<file path="src/rtl/adsr_poly_pkg.sv">
// rtl/adsr_poly_pkg.sv - shared encodings for the polyphonic ADSR engine
package adsr_poly_pkg;

  typedef enum logic [2:0] {
    ST_IDLE    = 3'd0,
    ST_ATTACK  = 3'd1,
    ST_DECAY   = 3'd2,
    ST_SUSTAIN = 3'd3,
    ST_RELEASE = 3'd4
  } env_state_t;

  typedef enum logic {
    SW_IDLE = 1'b0,
    SW_RUN  = 1'b1
  } sweep_state_t;

  localparam logic [2:0] CFG_SEL_A    = 3'd0;
  localparam logic [2:0] CFG_SEL_D    = 3'd1;
  localparam logic [2:0] CFG_SEL_S    = 3'd2;
  localparam logic [2:0] CFG_SEL_R    = 3'd3;
  localparam logic [2:0] CFG_SEL_MODE = 3'd4;

  localparam logic MODE_HARD   = 1'b0;
  localparam logic MODE_LEGATO = 1'b1;

endpackage

</file>
<file path="src/rtl/adsr_poly_voice_step.sv">
// rtl/adsr_poly_voice_step.sv - one combinational envelope step for a single voice
module adsr_poly_voice_step
  import adsr_poly_pkg::*;
#(
  parameter int W = 32
) (
  input  env_state_t     state,
  input  logic [W-1:0]   level,
  input  logic [W-1:0]   a,
  input  logic [W-1:0]   d,
  input  logic [W-1:0]   s,
  input  logic [W-1:0]   r,
  input  logic           mode,
  input  logic           gate,
  input  logic           prev_gate,
  output env_state_t     next_state,
  output logic [W-1:0]   next_level
);

  localparam logic [W:0] MAX_EXT = {1'b0, {W{1'b1}}};

  logic         rise;
  logic [W:0]   attack_sum;
  logic [W-1:0] retrig_level;
  logic         decay_done;

  assign rise         = gate & ~prev_gate;
  assign attack_sum   = {1'b0, level} + {1'b0, a};
  assign retrig_level = (mode == MODE_LEGATO) ? level : '0;
  // L-D<=S rewritten as L-S<=D so nothing can underflow
  assign decay_done   = (d == '0) || (level <= s) || ((level - s) <= d);

  always_comb begin
    next_state = state;
    next_level = level;
    if (rise) begin
      next_state = ST_ATTACK;
      next_level = retrig_level;
    end else begin
      case (state)
        ST_IDLE: begin
          next_level = '0;
        end
        ST_ATTACK: begin
          if (!gate) begin
            next_state = ST_RELEASE;
          end else if ((a == '0) || (attack_sum >= MAX_EXT)) begin
            next_state = ST_DECAY;
            next_level = '1;
          end else begin
            next_level = attack_sum[W-1:0];
          end
        end
        ST_DECAY: begin
          if (!gate) begin
            next_state = ST_RELEASE;
          end else if (decay_done) begin
            next_state = ST_SUSTAIN;
            next_level = s;
          end else begin
            next_level = level - d;
          end
        end
        ST_SUSTAIN: begin
          if (!gate) begin
            next_state = ST_RELEASE;
          end else begin
            next_level = s;
          end
        end
        ST_RELEASE: begin
          if (gate) begin
            next_state = ST_ATTACK;
            next_level = retrig_level;
          end else if ((r == '0) || (level <= r)) begin
            next_state = ST_IDLE;
            next_level = '0;
          end else begin
            next_level = level - r;
          end
        end
        default: begin
          next_state = ST_IDLE;
          next_level = '0;
        end
      endcase
    end
  end

endmodule

</file>
<file path="src/rtl/adsr_poly.sv">
// rtl/adsr_poly.sv - time-multiplexed polyphonic ADSR envelope generator
// One step engine sweeps all voices per tick and streams levels to the VCA.
module adsr_poly
  import adsr_poly_pkg::*;
#(
  parameter  int W      = 32,
  parameter  int VOICES = 8,
  localparam int VW     = $clog2(VOICES)
) (
  input  logic              clk,
  input  logic              rst_n,
  input  logic              tick,
  input  logic [VOICES-1:0] gate,
  input  logic              cfg_we,
  input  logic [VW-1:0]     cfg_voice,
  input  logic [2:0]        cfg_sel,
  input  logic [W-1:0]      cfg_data,
  output logic [W-1:0]      env_out,
  output logic [VW-1:0]     env_voice,
  output logic              env_valid,
  output logic              busy,
  output logic              overrun,
  output logic [VOICES-1:0] idle_mask
);

  sweep_state_t      sw_state;
  sweep_state_t      sw_next;
  logic [VW-1:0]     slot;
  logic              last_slot;
  logic              start;
  logic              step_en;

  env_state_t        voice_state [VOICES];
  logic [W-1:0]      voice_level [VOICES];
  logic [W-1:0]      rate_a      [VOICES];
  logic [W-1:0]      rate_d      [VOICES];
  logic [W-1:0]      sus_level   [VOICES];
  logic [W-1:0]      rate_r      [VOICES];
  logic [VOICES-1:0] mode;
  logic [VOICES-1:0] prev_gate;

  env_state_t        step_state;
  logic [W-1:0]      step_level;

  assign last_slot = (slot == VW'(VOICES - 1));

  always_ff @(posedge clk or negedge rst_n) begin
    if (!rst_n) begin
      sw_state <= SW_IDLE;
    end else begin
      sw_state <= sw_next;
    end
  end

  always_comb begin
    sw_next = sw_state;
    case (sw_state)
      SW_IDLE: if (tick) sw_next = SW_RUN;
      SW_RUN:  if (last_slot) sw_next = SW_IDLE;
      default: sw_next = SW_IDLE;
    endcase
  end

  // A tick landing mid-sweep is dropped and flagged in the same cycle
  always_comb begin
    busy    = (sw_state == SW_RUN);
    step_en = busy;
    start   = (sw_state == SW_IDLE) && tick;
    overrun = busy && tick;
  end

  always_ff @(posedge clk or negedge rst_n) begin
    if (!rst_n) begin
      slot <= '0;
    end else if (start) begin
      slot <= '0;
    end else if (step_en) begin
      slot <= slot + VW'(1);
    end
  end

  adsr_poly_voice_step #(
    .W (W)
  ) u_step (
    .state      (voice_state[slot]),
    .level      (voice_level[slot]),
    .a          (rate_a[slot]),
    .d          (rate_d[slot]),
    .s          (sus_level[slot]),
    .r          (rate_r[slot]),
    .mode       (mode[slot]),
    .gate       (gate[slot]),
    .prev_gate  (prev_gate[slot]),
    .next_state (step_state),
    .next_level (step_level)
  );

  always_ff @(posedge clk or negedge rst_n) begin
    if (!rst_n) begin
      for (int v = 0; v < VOICES; v++) begin
        voice_state[v] <= ST_IDLE;
        voice_level[v] <= '0;
      end
      prev_gate <= '0;
      idle_mask <= '1;
    end else if (step_en) begin
      voice_state[slot] <= step_state;
      voice_level[slot] <= step_level;
      prev_gate[slot]   <= gate[slot];
      idle_mask[slot]   <= (step_state == ST_IDLE);
    end
  end

  // Config registers are independent of the step path, so a write in a slot's
  // own cycle is seen only from the next sweep on
  always_ff @(posedge clk or negedge rst_n) begin
    if (!rst_n) begin
      for (int v = 0; v < VOICES; v++) begin
        rate_a[v]    <= '0;
        rate_d[v]    <= '0;
        sus_level[v] <= '0;
        rate_r[v]    <= '0;
      end
      mode <= '0;
    end else if (cfg_we && (int'(cfg_voice) < VOICES)) begin
      case (cfg_sel)
        CFG_SEL_A:    rate_a[cfg_voice]    <= cfg_data;
        CFG_SEL_D:    rate_d[cfg_voice]    <= cfg_data;
        CFG_SEL_S:    sus_level[cfg_voice] <= cfg_data;
        CFG_SEL_R:    rate_r[cfg_voice]    <= cfg_data;
        CFG_SEL_MODE: mode[cfg_voice]      <= cfg_data[0];
        default:      ;
      endcase
    end
  end

  always_ff @(posedge clk or negedge rst_n) begin
    if (!rst_n) begin
      env_out   <= '0;
      env_voice <= '0;
      env_valid <= 1'b0;
    end else begin
      env_valid <= step_en;
      if (step_en) begin
        env_out   <= step_level;
        env_voice <= slot;
      end
    end
  end

endmodule

</file>
<file path="config.mk">
export PLATFORM = sky130hd
export DESIGN_NAME = adsr_poly
export DESIGN_NICKNAME = d
export VERILOG_FILES = /design/src/rtl/adsr_poly_pkg.sv /design/src/rtl/adsr_poly_voice_step.sv /design/src/rtl/adsr_poly.sv
export SDC_FILE = /design/constraint.sdc
export NUM_CORES = 2
export LEC_CHECK = 0
export BUFFER_PORTS_ARGS = -buffer_cell sky130_fd_sc_hd__buf_2
export CAP_MARGIN = 20
export CORE_MARGIN = 5
export CORE_UTILIZATION = 42
export CTS_CLUSTER_DIAMETER = 40
export CTS_CLUSTER_SIZE = 14
export DETAILED_ROUTE_END_ITERATION = 12
export PLACE_DENSITY = 0.54
export SLEW_MARGIN = 10
export SYNTH_ARGS = -nofsm -noshare
export SYNTH_HDL_FRONTEND = slang
export SYNTH_SLANG_ARGS = --single-unit
</file>
<file path="constraint.sdc">
create_clock -name clk -period 22 [get_ports clk]
set_input_delay 1.1 -clock clk [delete_from_list [all_inputs] [get_ports clk]]
set_output_delay 1.1 -clock clk [all_outputs]
set_load 0.02 [all_outputs]
</file>
==> impl_metrics.json <==
{
  "status": "finished clean",
  "critPathKind": "flip-flop to flip-flop",
  "use_met2": 0.386,
  "overflow": 0,
  "initial_core_util": 0.423,
  "ctsHoldBuffers": 0,
  "yosys.area.top_type": "dfrtp_1",
  "leakagePower_nw": 36.5,
  "ctsResizeCount": 0,
  "track_usage": 0.243,
  "gp_congestion": 0.927,
  "grt_antenna_before_repair": 12,
  "ys.flop_type": "dfrtp_1",
  "r2r_end": "voice_level[210]$_DFFE_PN0P_",
  "reg2reg_slack_ps": 11860,
  "synth_edf_count": 0,
  "drtAntennaViolNets": 0,
  "cts_tree": "yes",
  "powerDensity_mw_per_mm2": 171,
  "hold_path.class": "input port to asynchronous set/reset pin",
  "final_cell_mix": "dfrtp_1 (1356), mux2_2 (1125), nand2_1 (410)",
  "ir_drop_v": 0.000128,
  "dp_hpwl_um": 141000,
  "syn2layout_area_growth_pct": 14.4,
  "worstSkewPairLatency_ps": 850,
  "synth_top_area_share": 0.486,
  "syn_avg_cell_area_um2": 12.8,
  "fp.dieH_um": 418,
  "dp.cells": 7469,
  "viasPerCell": 5.88,
  "start_kind": "flip-flop",
  "die-area_mm2": 0.175,
  "cts_num_sinks": 1368,
  "clock_skew_ps": 67.5,
  "yosys_register_bits": 1368,
  "total_power_mw": 13.7,
  "clk_pin_slew_worst_paths_ps": 50,
  "grtUsageMet3": 0.0360,
  "stdcell_area_mm2": 0.0801,
  "synth.area.top_cells": "dfrtp_1 (49%), mux2_2 (18%), mux4_2 (11%)",
  "met1_usage": 0.347,
  "final_common_cell": "dfrtp_1",
  "fin_nets": 5705,
  "ios": 96,
  "synth_seq_area_share": 0.489,
  "fin_tns_setup_ps": 0,
  "cp.buffers_inverters": 3,
  "fill_cells": 14500,
  "via_count": 46300,
  "drt_iter0_markers": 3647,
  "drv_cap": 0,
  "finalWirelength_um": 212000,
  "crit_path_end_kind": "flip-flop",
  "final.period_utilization": 0.461,
  "worstPathRequired_ps": 22650,
  "grt_busiest_layer": "met2",
  "grt_pass1_wl_um": 320000,
  "fp-row-count": 149,
  "drc_errors": 0,
  "r2r_cells": 30,
  "instances_no_fill": 7867,
  "core_mm2": 0.165,
  "grt_max_degree": 169,
  "drv_slew": 0,
  "relSlewSlack": 0.238,
  "crit_arrival_ps": 10790,
  "finalHoldViolations": 0,
  "cp_max_fo": 48,
  "min_period_ps": 10140,
  "cts.path.max_buffers": 3,
  "crit_family": "simple AND/OR/NAND/NOR gates",
  "layout-drive-gt1-share": 0.371,
  "critical-path-max-stage-delay_ps": 930,
  "worst_pin_slew_ps": 1110,
  "syn_nets": 5700,
  "crit-reg2reg-launch": "slot[1]$_DFFE_PN0P_",
  "rsz0062_at_grt": "no",
  "cts_root_buffer": "clkbuf_16",
  "yosysWarnings": 0,
  "cts_buffers": 203,
  "grt_pass1_vias": 47800,
  "synthArstFlopShare": 1.00,
  "worst_hold_slack_ps": 335,
  "port_buffers": 95,
  "syn_area_mm2": 0.0700,
  "htree_levels": 4,
  "post_drt_wl_per_cell_um": 26.9,
  "post_cts_buffers": 0,
  "setup_viol": 0,
  "critPathSlowestCell": "dfrtp_4",
  "fmax_mhz": 98.6,
  "die_width_um": 418,
  "syn_inst": 5485,
  "drt_pre_antenna_iters": 5,
  "dpl-instance-area_mm2": 0.0726,
  "synthDistinctLibCells": 83
}
-- per-stage QoR --
| step | util | setup slack, ps |
|---|---|---|
| 2_1_floorplan | - | 13460 |
| 3_3_place_gp | 0.439 | 11710 |
| 3_5_place_dp | 0.439 | 11630 |
| 4_1_cts | 0.484 | 11610 |
| 5_1_grt | 0.484 | 11050 |
| 6_report | 0.484 | 11860 |
-- kinds of logic (layout without fill, tap and decap cells) --
| group | after synthesis | in the layout | share of synthesized area |
|---|---|---|---|
| AOI/OAI and AO/OA | 900 | 900 | 0.0771 |
| buffers and inverters | 464 | 652 | 0.0274 |
| DFF | 1368 | 1368 | 0.489 |
| and+or+nand+nor | 915 | 915 | 0.0597 |
| muxes | 1575 | 1575 | 0.305 |
| adders and majority gates | 165 | 165 | 0.0299 |
| xor gates and xnor gates | 98 | 98 | 0.0123 |
| other | 0 | 5 | 0 |
-- worst reg2reg max path: cells and delay by family, from the launching register on --
| family | cells | cell delay, ps |
|---|---|---|
| AOI/OAI and AO/OA | 10 | 1890 |
| and+or+nand+nor | 11 | 3450 |
| muxes | 3 | 1250 |
| DFF | 1 | 930 |
| adders and majority gates | 2 | 710 |
| xor gates and xnor gates | 1 | 90 |
| buffers and inverters | 3 | 1650 |
-- Yosys cell counts, types with 18 or more instances --
master    number
nor2_1       166
buf_2         35
buf_1         63
mux2_2      1125
mux2i_1      118
nand4_1       40
nand2_1      429
a21oi_1      214
mux4_2       332
xnor2_1       61
nand2b_1      23
a21o_1        51
nor4_1        45
clkbuf_1     277
nor2b_1       20
o22ai_1       18
nand3_1       53
dfrtp_1     1360
inv_1         63
o21a_1        23
o21bai_1      19
nor3_1        49
ha_1         161
o211ai_1      22
o21ai_0      379
xor2_1        37
a211oi_1      27
a31oi_1       22
-- registers in the layout, indices dropped and copies added, names as in the netlist --
register and flops:
busy 1, env_out 32, env_valid 1, env_voice 3, idle_mask 8, mode 8, prev_gate 8, rate_a 256
rate_d 256, rate_r 256, slot 3, sus_level 256, voice_level 256, voice_state 24
-- report_power, final --
group	leakage (nW)	switching (mW)	internal, mW
Clock	3.54	1.29	2.12
Combinational	14.7	4.29	2.67
Sequential	18.3	0.293	3.02
Total	36.5	5.88	7.81
-- how the worst max path moves through the flow --
stage,from,end,slack (ps),cells past startpoint
detailed placement,slot[1]$_DFFE_PN0P_,voice_level[73]$_DFFE_PN0P_,11630,30
finish,slot[1]$_DFFE_PN0P_,voice_level[210]$_DFFE_PN0P_,11860,30
global placement,slot[1]$_DFFE_PN0P_,env_out[9]$_DFFE_PN0P_,11710,30
CTS,slot[1]$_DFFE_PN0P_,voice_level[137]$_DFFE_PN0P_,11610,30
floorplan,slot[0]$_DFFE_PN0P_,voice_level[120]$_DFFE_PN0P_,13460,36
global route,slot[0]$_DFFE_PN0P_,voice_level[82]$_DFFE_PN0P_,11050,32
-- metal layers --
layer / part of all wire / up-vias
met1: 0.46 / 24400
met2: 0.47 / 1104
met4: 0.028 / 6
met5: 0.00019 / -
met3: 0.045 / 319
li1: - / 20400
-- layout make-up --
| cell class | instances | area, um^2 | area share |
|---|---|---|---|
| clock inverters | 142 | 1860 | 0.0232 |
| multi-input cells | 3653 | 34100 | 0.426 |
| repair buffers | 201 | 1400 | 0.0174 |
| well taps | 2189 | 2740 | 0.0342 |
| clock buffers | 246 | 5520 | 0.0688 |
| diodes | 5 | 12.5 | 0.000156 |
| flip-flops and latches | 1368 | 34300 | 0.428 |
| inverters | 63 | 236 | 0.00295 |
Note: power is estimated with default switching activity, not from simulation.
